### config.mk
export PLATFORM = sky130hd
export DESIGN_NAME = dac_ctrl_flat
export DESIGN_NICKNAME = d
export VERILOG_FILES = /design/src/rtl/dac_ctrl_if.sv /design/src/rtl/dac_ctrl.sv /design/src/flat_wrapper.sv
export SDC_FILE = /design/constraint.sdc
export NUM_CORES = 1
export LEC_CHECK = 0
export ABC_AREA = 1
export BUFFER_PORTS_ARGS = -buffer_cell sky130_fd_sc_hd__buf_2
export CAP_MARGIN = 10
export CELL_PAD_IN_SITES_DETAIL_PLACEMENT = 0
export CELL_PAD_IN_SITES_GLOBAL_PLACEMENT = 1
export CORE_MARGIN = 2
export CORE_UTILIZATION = 38
export DETAILED_ROUTE_END_ITERATION = 7
export GPL_TIMING_DRIVEN = 0
export MAX_ROUTING_LAYER = met4
export PLACE_DENSITY_LB_ADDON = 0.1
export SLEW_MARGIN = 20
export SYNTH_ARGS = -nofsm -noshare
export SYNTH_HDL_FRONTEND = slang
export SYNTH_SLANG_ARGS = --single-unit
### constraint.sdc
create_clock -name s_clk -period 1.5 [get_ports s_clk]
set_input_delay 0.225 -clock s_clk [delete_from_list [all_inputs] [get_ports s_clk]]
set_output_delay 0.225 -clock s_clk [all_outputs]
set_load 0.02 [all_outputs]
### src/rtl/dac_ctrl_if.sv
// dac_ctrl_if: sample-side handshake plus 3-wire DAC pins of the serial DAC write controller
interface dac_ctrl_if #(
    parameter int DW = 8
);
    logic          dac_en;
    logic [DW-1:0] din;
    logic          dac_cs_n;
    logic          dac_sclk;
    logic          dac_din;
    logic          busy;
    logic          done;
    modport master (output dac_en, din, input dac_cs_n, dac_sclk, dac_din, busy, done);
    modport slave  (input dac_en, din, output dac_cs_n, dac_sclk, dac_din, busy, done);
endinterface

### src/rtl/dac_ctrl.sv
// dac_ctrl: framed 3-wire serial DAC write (CS_n setup, MSB-first bits on divided SCLK, hold, deselect gap)
module dac_ctrl #(
    parameter int DW      = 8,
    parameter int DIV_END = 124,
    parameter int STA_END = 99,
    parameter int GAP_END = 849
) (
    input logic       s_clk,
    input logic       s_rst_n,
    dac_ctrl_if.slave bus
);
    localparam int MAXC = (DIV_END > STA_END) ? ((DIV_END > GAP_END) ? DIV_END : GAP_END)
                                              : ((STA_END > GAP_END) ? STA_END : GAP_END);
    localparam int CW = $clog2(MAXC + 1);
    localparam int BW = $clog2(DW) + 1;
    localparam logic [CW-1:0] DIV_C  = CW'(DIV_END);
    localparam logic [CW-1:0] STA_C  = CW'(STA_END);
    localparam logic [CW-1:0] GAP_C  = CW'(GAP_END);
    localparam logic [BW-1:0] LAST_B = BW'(DW - 1);
    typedef enum logic [4:0] {
        IDLE  = 5'b00001,
        STA   = 5'b00010,
        WRITE = 5'b00100,
        STO   = 5'b01000,
        GAP   = 5'b10000
    } state_t;
    state_t        state, state_n;
    logic [CW-1:0] cnt, cnt_n;
    logic [BW-1:0] bit_cnt, bit_n;
    logic [DW-1:0] shift, shift_n;
    logic          cs_n, cs_n_n;
    logic          sclk, sclk_n;
    logic          sdo;
    logic          busy, busy_n;
    logic          done, done_n;
    always_comb begin
        state_n = state;
        cnt_n   = cnt;
        bit_n   = bit_cnt;
        shift_n = shift;
        cs_n_n  = cs_n;
        sclk_n  = sclk;
        busy_n  = busy;
        done_n  = 1'b0;
        case (state)
            IDLE: if (bus.dac_en) begin
                state_n = STA;
                cnt_n   = '0;
                shift_n = bus.din;
                cs_n_n  = 1'b0;
                busy_n  = 1'b1;
            end
            STA: if (cnt == STA_C) begin
                state_n = WRITE;
                cnt_n   = '0;
                bit_n   = '0;
            end else cnt_n = cnt + 1'b1;
            WRITE: if (cnt != DIV_C) cnt_n = cnt + 1'b1;
            else begin
                cnt_n  = '0;
                sclk_n = ~sclk;
                // the DAC latched the current bit on the rise; advance on the fall
                if (sclk) begin
                    shift_n = {shift[DW-2:0], 1'b0};
                    bit_n   = bit_cnt + 1'b1;
                    state_n = (bit_cnt == LAST_B) ? STO : WRITE;
                end
            end
            STO: if (cnt == DIV_C) begin
                state_n = GAP;
                cnt_n   = '0;
                cs_n_n  = 1'b1;
            end else cnt_n = cnt + 1'b1;
            GAP: if (cnt == GAP_C) begin
                state_n = IDLE;
                cnt_n   = '0;
                busy_n  = 1'b0;
                done_n  = 1'b1;
            end else cnt_n = cnt + 1'b1;
            default: begin
                state_n = IDLE;
                cnt_n   = '0;
                bit_n   = '0;
                shift_n = '0;
                cs_n_n  = 1'b1;
                sclk_n  = 1'b0;
                busy_n  = 1'b0;
            end
        endcase
    end
    always_ff @(posedge s_clk) begin
        if (!s_rst_n) begin
            state   <= IDLE;
            cnt     <= '0;
            bit_cnt <= '0;
            shift   <= '0;
            cs_n    <= 1'b1;
            sclk    <= 1'b0;
            sdo     <= 1'b0;
            busy    <= 1'b0;
            done    <= 1'b0;
        end else begin
            state   <= state_n;
            cnt     <= cnt_n;
            bit_cnt <= bit_n;
            shift   <= shift_n;
            cs_n    <= cs_n_n;
            sclk    <= sclk_n;
            sdo     <= shift_n[DW-1];
            busy    <= busy_n;
            done    <= done_n;
        end
    end
    assign bus.dac_cs_n = cs_n;
    assign bus.dac_sclk = sclk;
    assign bus.dac_din  = sdo;
    assign bus.busy     = busy;
    assign bus.done     = done;
endmodule

### src/flat_wrapper.sv
// flat-port wrapper written by rule: the top's interface ports become plain ports
module dac_ctrl_flat 
#(
    parameter int DW      = 8,
    parameter int DIV_END = 124,
    parameter int STA_END = 99,
    parameter int GAP_END = 849
)
  (s_clk, s_rst_n, bus_dac_en, bus_din, bus_dac_cs_n, bus_dac_sclk, bus_dac_din, bus_busy, bus_done);
  dac_ctrl_if #(.DW(DW)) bus_i ();
  input logic s_clk;
  input logic s_rst_n;
  input wire logic [$bits(bus_i.dac_en)-1:0] bus_dac_en;
  input wire logic [$bits(bus_i.din)-1:0] bus_din;
  output wire logic [$bits(bus_i.dac_cs_n)-1:0] bus_dac_cs_n;
  output wire logic [$bits(bus_i.dac_sclk)-1:0] bus_dac_sclk;
  output wire logic [$bits(bus_i.dac_din)-1:0] bus_dac_din;
  output wire logic [$bits(bus_i.busy)-1:0] bus_busy;
  output wire logic [$bits(bus_i.done)-1:0] bus_done;
  assign bus_i.dac_en = bus_dac_en;
  assign bus_i.din = bus_din;
  assign bus_dac_cs_n = bus_i.dac_cs_n;
  assign bus_dac_sclk = bus_i.dac_sclk;
  assign bus_dac_din = bus_i.dac_din;
  assign bus_busy = bus_i.busy;
  assign bus_done = bus_i.done;
  dac_ctrl #(.DW(DW), .DIV_END(DIV_END), .STA_END(STA_END), .GAP_END(GAP_END)) u_core (.s_clk(s_clk), .s_rst_n(s_rst_n), .bus(bus_i));
endmodule
[Word-level counts from Yosys, hierarchy flattened]
Cells that the tools add are included.
Word-level totals
  register bits: 31
  input port bits: 11
  output and inout port bits: 5
  word-level logic and storage cells: 76
Cells by class
  equal/unequal tests: 16
  muxes and demuxes: 31
  $add $sub $neg: 2
  bitwise operators: 6
  reduce and logical (&&, ||, !) cells: 12
Operators by type and width (count)
  10-bit 2-to-1 mux: 5
  10-bit case mux with 5 select lines: 1
  5-bit 2-to-1 mux: 6
  5-bit case mux with 5 select lines: 1
  8-bit 2-to-1 mux: 3
  8-bit case mux with 3 select lines: 1
  10-bit by 7-bit equality test with 1-bit output (second input constant): 2
  4-bit 2-to-1 mux: 4
  4-bit case mux with 3 select lines: 1
  3-bit OR reduction: 4
  10-bit by 1-bit adder with 10-bit output (second input constant): 1
  10-bit equality test (second input constant): 1
  10-bit by 7-bit != test with 1-bit output (second input constant): 1
  2-bit by 1-bit != test with 1-bit output (second input constant): 4
  4-bit AND reduction: 2
  1-bit 2-to-1 mux: 6
  1-bit NOT: 6
  1-bit case mux with 3 select lines: 2
  3-bit AND reduction: 2
  6-bit AND reduction: 1
  5-bit by 1-bit equality test with 1-bit output (second input constant): 1
  5-bit by 2-bit equality test with 1-bit output (second input constant): 1
  5-bit by 3-bit equality test with 1-bit output (second input constant): 1
  5-bit by 4-bit equality test with 1-bit output (second input constant): 1
  other kinds (7): 9

[Longest topological paths before layout]
Gate-level depths: netlist (run 1).
  word-level depth: 5
  gate-level depth with buffers: 12
  mapped depth without buffers: 12

[Worst setup path after synthesis (run 1)]
OpenSTA, ideal clock, no wires.
  path kind: reg-to-reg
  start point: register u_core.cnt[0]
  end point: register u_core.cnt[8]
  data arrival time: 1.284 ns
  path buffers: 0
  setup slack: 0.099 ns
  required time: 1.383 ns
  period minus slack after synthesis: 1.401 ns
  setup time: 0.117 ns
  stages on the path, launching flop included: 11
  cells stage by stage: dfxtp_1 ha_1 nand3_1 nor2_1 nand2_1 nand2_2 nand2_1 nor2_1 nand2_2 nand2_2 nor2_1
On the way
  cells in the longest elaborated chain, start to end: 3
  elaborated cells between the ends (all ways): 10
  classes of those cells: add/sub: 1; eq/ne: 4; mux: 5
RTL lines
  start, declared: RTL line dac_ctrl.sv:28  | logic [CW-1:0] cnt, cnt_n;
  start signal, assigned: RTL line dac_ctrl.sv:104  | cnt <= cnt_n;
  10-bit by 1-bit adder with 10-bit output (tied with other cells)
  10-bit 2-to-1 mux, on equally long branches
  10-bit case mux with 5 select lines (*): RTL line dac_ctrl.sv:45  | case (state)
Mark *: on every way between the ends. The rest lies on a longest branch, timed or not.
A chain may end at the register's enable or synchronous reset.

[Final worst setup path (run 1)]
  start point: register u_core.cnt[0]
  end point: register u_core.cnt[6]
The elaborated chain is that of the path after synthesis.

==> results_dict.tcl, run 1 <==
set metrics [dict create \
    fp.dieW_um 73.6 \
    setup.worst_path.start_class "flop" \
    placed_area_um2 1980 \
    floorplan.rows 25 \
    clk_pin_slew_ps 70 \
    finalCritPeriodShare_pct 101 \
    cts.sinks 31 \
    final.setup_skew_ps 4.86 \
    ys.warnings.count 0 \
    final.setup.worst_slack_ps -15.6 \
    worst_hold_path_type "input pin to flop" \
    num_vias 1692 \
    drt_first_pass_iters 4 \
    detailedRoute.firstIterationViolations 61 \
    power_density_nw_per_um2 2060 \
    setup_viol 6 \
    clock_power_share_pct 13.0 \
    post-route-cell-area_um2 2290 \
    fin_tns_setup_ps -44.8 \
    path_delay_family "simple AND/OR/NAND/NOR gates" \
    netSwitchingFraction_pct 47.3 \
    part_of_the_yosys_area_used_for_sequential_elements_pct 33.7 \
    cts_max_path_buffers 2 \
    hpwl_um 3050 \
    antenna_cells 0 \
    antenna_violations_before_repair 0 \
    first_global_vias 1575 \
    status "finished, violations left" \
    fillers 491 \
    initial_utilization_pct 39.2 \
    timing.final.crit_period_ps 1520 \
    worstSkewPairLatency_ps 280 \
    comb_power_share_pct 61.0 \
    totalWireLength_um 4300 \
    power.switching_uw 2230 \
    synth.cell_area_um2 1840 \
    avgRoutedWirePerCell_um 11.8 \
    drive_above_1_share_pct 30.1 \
    cts_tree "yes" \
    critPathKind "flop to flop" \
    h-tree-depth 2 \
    timing.fmax_mhz 660 \
    maxSlewViolCount 0 \
    routed_via_density 4.66 \
    post_synth.cell_area_avg_um2 6.62 \
    grt_pass1_wl_um 7360 \
    cellInternalPower_uw 2480 \
    power_leakage_uw 0.00107 \
    num-nets-final 325 \
    unrepaired_setup_endpoints_after_global_routing "true" \
    io_pins 16 \
    worst-slew-pin-transition_ps 592 \
    gpl.final_weighted_congestion 0.818 \
    worst_ep_required_time_ps 1680 \
    slew_headroom_pct 60.6 \
    areaGrowthSynthToFinish_pct 24.5 \
    total_routing_usage_reported_by_global_routing_pct 18.5 \
    floorplan.die.height_um 73.6 \
    drcViolationCount 0 \
    drt.antenna.violating_nets 0 \
    cpMaxStageDelayCell "dfxtp_4" \
    worst-path-buf-inv 1 \
    library_cell_appearing_most_often_on_the_critical_path "nand2_2" \
    multi_input_area_um2 1180 \
    cts.hold.buffers_added 0 \
    worst_path_largest_cell_delay_ps 370 \
    worst_setup_path_end_kind "flop" \
    synth_cell_types 29 \
    port_buffers 14 \
    power.share.sequential_pct 26.0 \
    grt_ovf 0 \
    worst_path_cell_chain "buf_6 > ha_4 > nand3_2 > nor2_2 > nand2_2 > nand2_2 > nand2_2 > nor2_2 > nand2_2 > nand2_4 > nor2_1" \
    synth.net_count 293 \
    cts.root.buffer_cell "clkbuf_8" \
    synth_cells 278 \
    grt_max_degree 11 \
    sequential_cell_area_um2 633 \
    placeableCoreArea_um2 4690 \
    finalHoldViolations 0 \
    cap_violations 0 \
    worstPathArrival_ps 1690 \
    critical_path_peak_fanout 8 \
    cts_inserted_buffers 5 \
    peakVddDrop_mv 0.766 \
    synth-seq-cells 31 \
    die_outline_area_um2 5420 \
    failed_checks "negative setup slack" \
]
-- power by group through the flow --
stage	registers (µW)	logic, µW	clock network (µW)
after CTS	1200	2670	633
final	1220	2880	613
after global routing	1250	3300	670
after global placement	1210	2390	0
after detailed placement	1210	2360	0
after floorplan	1220	1860	0
-- through the flow --
step	setup WS, ps	instances	total power [µW]	hold slack (ps)	util (%)
CTS	-56.2	361	4510	226	46.8
floorplan	98.8	278	3080	389	-
global route	-140	363	5220	241	48.9
finish	-15.6	363	4710	231	48.9
detailed placement	-179	346	3570	467	42.2
global placement	-165	346	3600	461	42.2
-- area by class of cell --
class / count / area share [%]
multi-input combinational: 208 / 51.6
tap: 54 / 2.95
timing repair buffer: 25 / 6.99
buffer: 5 / 1.80
clock buffer: 6 / 3.17
sequential: 31 / 27.6
inverter: 34 / 5.90
-- cell usage after synthesis --
| master | count | area [µm²] |
|---|---|---|
| inv_2 | 3 | 11.3 |
| o21ai_0 | 5 | 25.0 |
| nor2_8 | 1 | 20.0 |
| nand3_1 | 21 | 105 |
| nor2_1 | 56 | 210 |
| nand2_4 | 2 | 22.5 |
| and2_1 | 1 | 6.26 |
| nand3_2 | 1 | 10.0 |
| buf_6 | 2 | 22.5 |
| nor3b_1 | 1 | 7.51 |
| nand2_1 | 78 | 293 |
| clkinv_1 | 1 | 3.75 |
| nand4_2 | 2 | 25.0 |
| nor3_1 | 1 | 5.00 |
| nor2_4 | 6 | 67.6 |
| nand3b_1 | 1 | 7.51 |
| nand4_1 | 4 | 25.0 |
| buf_4 | 2 | 15.0 |
| nor2_2 | 1 | 6.26 |
| xnor2_1 | 1 | 8.76 |
| inv_1 | 30 | 113 |
| ha_1 | 4 | 50.1 |
| nor3_4 | 1 | 16.3 |
| a21oi_1 | 5 | 25.0 |
| dfxtp_1 | 31 | 621 |
| xor2_1 | 6 | 52.6 |
| nand2_2 | 9 | 56.3 |
| a31oi_1 | 1 | 6.26 |
| clkbuf_1 | 1 | 3.75 |
-- cell usage in the layout (no fill, tap or decap), drive strengths merged --
master	netlist	routed
nand4	6	6
nor3b	1	1
ha	4	4
nand3b	1	1
nand3	22	22
xor2	6	6
inv	33	34
a21oi	5	5
buf	4	29
a31oi	1	1
clkbuf	1	7
xnor2	1	1
nand2	89	89
nor3	2	2
and2	1	1
nor2	64	64
dfxtp	31	31
o21ai	5	5
-- worst register-to-register path, cell delays in order (launching register included) --
cell     delay [ps]
dfxtp_4         370
buf_6           100
ha_4            140
nand3_2          70
nor2_2          120
nand2_2          80
nand2_2          90
nand2_2          70
nor2_2          110
nand2_2          80
nand2_4         120
nor2_1           60
-- flip-flops by register name (all words and copies together) (netlist names) --
name                 flops
u_core.shift             7
u_core.bus.dac_cs_n      1
u_core.bus.dac_din       1
u_core.state             5
u_core.bit_cnt           4
u_core.bus.busy          1
u_core.bus.dac_sclk      1
u_core.bus.done          1
u_core.cnt              10
-- final timing paths --
kind / from / slack, ps / cells past startpoint / endpoint
setup / recovery: u_core.cnt[0]$_SDFFE_PN0P_ / -20 / 11 / u_core.cnt[6]$_SDFFE_PN0P_
hold / removal: bus_dac_en / 230 / 3 / u_core.bus.busy$_SDFFE_PN0P_
setup reg to reg: u_core.cnt[0]$_SDFFE_PN0P_ / -20 / 11 / u_core.cnt[6]$_SDFFE_PN0P_
hold reg to reg: u_core.bus.dac_din$_SDFFE_PN0P_ / 460 / 2 / u_core.bus.dac_din$_SDFFE_PN0P_
-- cell families after synthesis --
kind of cell	share of synthesized area [%]
AND/OR/NAND/NOR	48.0
AO/OA/AOI/OAI	3.06
adder cells (fa/ha/maj)	2.72
XOR/XNOR	3.33
buffers and inverters	9.18
flip-flops	33.7
-- routing by layer --
| layer | vias up | part of all wire (%) | wire length [µm] | GRT usage [%] |
|---|---|---|---|---|
| met1 | 744 | 49 | 2110 | 23.6 |
| li1 | 920 | - | - | - |
| met2 | 19 | 46 | 1990 | 28.5 |
| met4 | 0 | 1.9 | 82 | 7.27 |
| met5 | - | 0 | 0 | - |
| met3 | 9 | 2.8 | 120 | 4.25 |
-- what timing repair did --
item,4_1_cts,5_1_grt
hold endpoints to repair,0,0
buffers inserted,8,2
endpoints found under the setup margin,26,28
gates cloned,1,0
gates resized for setup,25,26
pin swaps,12,14
Note: power is estimated with default switching activity, not from simulation.
==> inputs of run 2 (changes only) <==
CORE_UTILIZATION = 39   (was 38)
CTS_BUF_LIST = sky130_fd_sc_hd__clkbuf_4   (was not set)
SKIP_CTS_REPAIR_TIMING = 1   (was not set)
==> results_dict.tcl, run 2 (synthesis gave the netlist of run 1 again) <==
set metrics [dict create \
    status "finished, violations left" \
    failed_checks "negative setup slack" \
    power_density_nw_per_um2 2080 \
    largest_reg_flops 10 \
    library_cell_appearing_most_often_on_the_critical_path "nand2_2" \
    grt.met3_usage_pct 4.56 \
    power.share.sequential_pct 26.5 \
    power.switching_uw 2150 \
    finalCritPeriodShare_pct 106 \
    timing.final.crit_period_ps 1580 \
    worstSkewPairLatency_ps 330 \
    cts_max_path_buffers 2 \
    clk_pin_slew_ps 100 \
    met2_usage_pct 21.9 \
    routed_via_density 4.59 \
    worst_hold_path_type "input pin to flop" \
    avgRoutedWirePerCell_um 11.3 \
    post-route-cell-area_um2 2180 \
    num_vias 1644 \
    maxSlewViolCount 0 \
    grt_ovf 0 \
    cts_tree "yes" \
    die_outline_area_um2 5280 \
    cts.root.buffer_cell "clkbuf_4" \
    antenna_violations_before_repair 0 \
    critPathKind "flop to flop" \
    gpl.final_weighted_congestion 0.807 \
    fp.dieW_um 72.7 \
    fin_tns_setup_ps -1010 \
    cts.sinks 31 \
    floorplan.die.height_um 72.7 \
    cellInternalPower_uw 2380 \
    antenna_cells 0 \
    finalNonFillerCells 358 \
    grt_pass1_wl_um 6670 \
    cap_violations 0 \
    worst_path_cell_chain "buf_4 > ha_2 > nand3_1 > nor2_1 > nand2_1 > nand2_2 > nand2_2 > nor2_2 > nand2_2 > nand2_4 > nor2_1" \
    h-tree-depth 2 \
    layout.cells.most_common "nand2_1" \
    netSwitchingFraction_pct 47.4 \
    drcViolationCount 0 \
    detailedRoute.firstIterationViolations 100 \
    peakVddDrop_mv 0.812 \
    first_global_vias 1402 \
    met1_usage_pct 24.5 \
    setup.worst_path.start_class "flop" \
    cts_inserted_buffers 5 \
    drt.antenna.violating_nets 0 \
    worst-slew-pin-transition_ps 560 \
    utilization_pct 49.0 \
    worst_setup_path_end_kind "flop" \
    drt_first_pass_iters 4 \
    critical_path_peak_fanout 8 \
    largest-register "u_core.cnt" \
    areaGrowthSynthToFinish_pct 18.3 \
    grt_max_degree 11 \
    globalRoute.busiestLayer "met1" \
    drive_above_1_share_pct 25.2 \
    comb_power_share_pct 59.5 \
    worstPathArrival_ps 1810 \
    worst_ep_required_time_ps 1730 \
    power_leakage_uw 0.00103 \
    most-common-layout-cells "72 x nand2_1, 52 x nor2_1, 28 x inv_1, 28 x dfxtp_1, 19 x nand3_1" \
    totalWireLength_um 4060 \
    final.setup.worst_slack_ps -84.2 \
    initial_utilization_pct 41.4 \
    reg_top3 "u_core.cnt: 10 flops, u_core.shift: 7 flops, u_core.state: 5 flops" \
    total_routing_usage_reported_by_global_routing_pct 16.7 \
    placeableCoreArea_um2 4440 \
    worst_path_largest_cell_delay_ps 370 \
    slew_headroom_pct 62.7 \
    final.setup_skew_ps 9.36 \
    cpMaxStageDelayCell "dfxtp_2" \
    floorplan.rows 24 \
    io_pins 16 \
    placed_area_um2 1980 \
    setup_viol 24 \
    port_buffers 14 \
    hpwl_um 2940 \
    num-nets-final 320 \
    finalHoldViolations 0 \
    unrepaired_setup_endpoints_after_global_routing "true" \
    post-place-cells 344 \
    timing.fmax_mhz 631 \
    clock_power_share_pct 14.0 \
    minimum_setup_slack_among_reg_to_reg_paths_ps -80 \
]
run 2: stage by stage:
stage | power, µW | setup slack (ps) | hold WS, ps
3_3_place_gp | 3580 | -179 | 463
2_1_floorplan | 3080 | 98.8 | 389
4_1_cts | 4220 | -227 | 172
3_5_place_dp | 3560 | -194 | 471
6_report | 4530 | -84.2 | 181
5_1_grt | 5030 | -183 | 188
run 2: area by class of cell:
cell class,count,area [µm²]
tap,52,65.1
sequential,31,627
multi-input combinational,208,1120
clock buffer,5,37.5
timing repair inverter,1,7.51
inverter,34,136
buffer,5,41.3
clock inverter,3,38.8
fill,493,2270
timing repair buffer,19,108
run 2: final timing paths:
kind	from	endpoint	cells past startpoint
worst max-delay path	u_core.cnt[1]$_SDFFE_PN0P_	u_core.cnt[9]$_SDFFE_PN0P_	11
worst min-delay path	bus_dac_en	u_core.bus.busy$_SDFFE_PN0P_	3
worst min register to register	u_core.bus.busy$_SDFFE_PN0P_	u_core.bus.busy$_SDFFE_PN0P_	2
worst max register to register	u_core.cnt[1]$_SDFFE_PN0P_	u_core.cnt[9]$_SDFFE_PN0P_	11
run 2: worst max-delay path, delay by kind of cell (launching register included):
kind,cells,cell delay [ps]
adder cells (fa/ha/maj),1,180
buffers and inverters,1,110
flip-flops,1,370
AND/OR/NAND/NOR,9,810
run 2: power by group through the flow:
stage               Clock (µW)  Combinational, µW  Sequential (µW)
floorplan                    0               1860             1220
global placement             0               2380             1200
detailed placement           0               2350             1200
CTS                        664               2370             1190
global route               700               3090             1230
finish                     635               2690             1200
run 2: metal layers:
layer	up-vias	wire length, µm
met2	30	1690
met1	699	2140
met4	0	57
met5	-	0
li1	909	-
met3	6	172
==> inputs of run 3 (changes only) <==
ABC_AREA = not set   (was 1)
CORE_UTILIZATION = 42   (was 39)
==> results_dict.tcl, run 3 <==
set metrics [dict create \
    status "finished, violations left" \
    failed_checks "negative setup slack" \
    peakVddDrop_mv 0.879 \
    gpl.final_weighted_congestion 0.903 \
    drive_above_1_share_pct 41.4 \
    port_buffers 15 \
    synth-seq-cells 31 \
    post_synth.cell_area_avg_um2 8.72 \
    fp.dieW_um 68.6 \
    totalWireLength_um 4420 \
    largest_reg_flops 10 \
    final.setup_skew_ps 14.9 \
    grt_pass1_wl_um 6730 \
    netlist_top_cells_count "31 x dfxtp_1, 24 x nor2_1, 12 x nor3_1, 12 x o21ai_0, 11 x nand2_1" \
    top_cells_by_area_synth "dfxtp_1 35%, nor2_1 5.1%, a221oi_1 3.5%" \
    final.setup.worst_slack_ps -286 \
    synth_top_cell_by_area "dfxtp_1" \
    grt_ovf 0 \
    cts.sinks 31 \
    finalCritPeriodShare_pct 119 \
    slew_headroom_pct 66.3 \
    synth.net_count 216 \
    dp_worst_setup_slack_ps -469 \
    synth_compound_gate_area_share_pct 21.6 \
    synth_enable_flop_cells 0 \
    worst_setup_path_end_kind "flop" \
    postSynth.asyncResetShare_pct 0 \
    grt_max_degree 11 \
    cts.root.buffer_cell "clkbuf_4" \
    cts_inserted_buffers 5 \
    num-nets-final 253 \
    detailedRoute.firstIterationViolations 74 \
    ys.warnings.count 0 \
    cts_tree "yes" \
    synth_cell_types 53 \
    synth.cell_area_um2 1750 \
    met2_usage_pct 29.1 \
    die_outline_area_um2 4710 \
    worstPathArrival_ps 2030 \
    hold_start "bus_din[0]" \
    cap_violations 0 \
    setup_viol 30 \
    drcViolationCount 0 \
    r2r-start "u_core.cnt[7]$_SDFFE_PN0P_" \
    yosys.area_share.xor_xnor_pct 6.00 \
    critPathKind "flop to flop" \
    routed_via_density 5.57 \
    grt.met3_usage_pct 5.36 \
    total_routing_usage_reported_by_global_routing_pct 20.2 \
    areaGrowthSynthToFinish_pct 31.7 \
    synth_top_family_by_area "simple AND/OR/NAND/NOR gates" \
    first_global_vias 1363 \
    globalRoute.busiestLayer "met2" \
    yosys.cell_count.top_type "dfxtp_1" \
    worst_setup_path_startpoint "u_core.cnt[7]$_SDFFE_PN0P_" \
    power_density_nw_per_um2 1480 \
    area_share_of_fa_ha_maj_cells_after_synthesis_pct 2.86 \
    reg_top3 "u_core.cnt: 10 flops, u_core.shift: 7 flops, u_core.state: 5 flops" \
    part_of_the_yosys_area_used_for_sequential_elements_pct 35.4 \
    maxSlewViolCount 0 \
    finalNonFillerCells 289 \
    floorplan.rows 23 \
    avgRoutedWirePerCell_um 15.3 \
    hpwl_um 2960 \
    yosys-mux-area-fraction_pct 0.571 \
    drt.antenna.violating_nets 0 \
    unrepaired_setup_endpoints_after_global_routing "true" \
    worst-slew-pin-transition_ps 505 \
    clk_pin_slew_ps 100 \
    worst_ep_required_time_ps 1740 \
    critical_path_peak_fanout 5 \
    h-tree-depth 2 \
    dominantRegCellSynth "dfxtp_1" \
    post-place-cells 266 \
    timing.fmax_mhz 560 \
    synth_cells 201 \
    fillers 361 \
    synth_simple_gate_area_share_pct 28.6 \
    yosysTopAreaCellShare_pct 35.4 \
    met1_usage_pct 27.3 \
    placeableCoreArea_um2 4000 \
    floorplan.die.height_um 68.6 \
    worstSkewPairLatency_ps 340 \
    setup.worst_path.start_class "flop" \
    largest-register "u_core.cnt" \
    worst_hold_path_type "input pin to flop" \
    num_vias 1610 \
    cts_max_path_buffers 2 \
    timing.final.crit_period_ps 1790 \
    layout.cells.most_common "nor2_1" \
    most-common-layout-cells "21 x nor2_1, 20 x dfxtp_1, 17 x buf_2, 13 x buf_4, 11 x nor3_1" \
    minimum_setup_slack_among_reg_to_reg_paths_ps -290 \
    antenna_cells 0 \
    power_leakage_uw 0.000870 \
    hold_ws_ps 130 \
    finalHoldViolations 0 \
    drt_first_pass_iters 5 \
    antenna_violations_before_repair 0 \
    initial_utilization_pct 43.8 \
    io_pins 16 \
]
run 3: cell families after synthesis:
| family | after synthesis |
|---|---|
| fa+ha+maj | 4 |
| buf+inv | 16 |
| xor+xnor | 12 |
| simple gates | 87 |
| compound gates | 50 |
| flops | 31 |
| mux | 1 |
run 3: routing by layer:
layer	wire length (µm)	vias to the layer above
met3	162	6
met4	40	0
met1	2050	754
met5	0	-
li1	-	815
met2	2170	35
run 3: stage by stage:
stage	utilization, %	TNS, ps	total power, µW	cell area, µm²
finish	57.7	-6120	3410	2310
global route	57.7	-8680	3650	2310
global placement	48.1	-8400	2310	1920
detailed placement	48.1	-9060	2340	1920
CTS	49.5	-9790	2860	1980
floorplan	-	-1890	2060	1790
run 3: worst paths after layout:
check | cells after the start | endpoint
min reg2reg | 2 | u_core.shift[0]$_SDFFE_PN0P_
max reg2reg | 5 | u_core.state[2]$_SDFFE_PN0P_
max | 5 | u_core.state[2]$_SDFFE_PN0P_
min | 3 | u_core.shift[0]$_SDFFE_PN0P_
run 3: worst max-delay path, cell delays in order (launching register included):
cell and delay (ps):
dfxtp_2 350, or4b_4 590, nor3_4 240, a21oi_2 110, o31a_1 300, o21a_1 100
run 3: cell type report:
class | instances | area [µm²] | area share [%]
plain buffers | 7 | 58.8 | 2.55
clock buffers | 7 | 52.6 | 2.28
clock inverters | 1 | 5.00 | 0.217
inverters | 7 | 28.8 | 1.25
multi-input cells | 154 | 1230 | 53.4
flip-flops and latches | 31 | 642 | 27.8
well taps | 50 | 62.6 | 2.71
repair buffers | 32 | 226 | 9.81
run 3: report_power, final:
group	internal (µW)	switching [µW]	total, µW
clock network	219	291	510
registers	987	158	1140
logic	864	893	1760
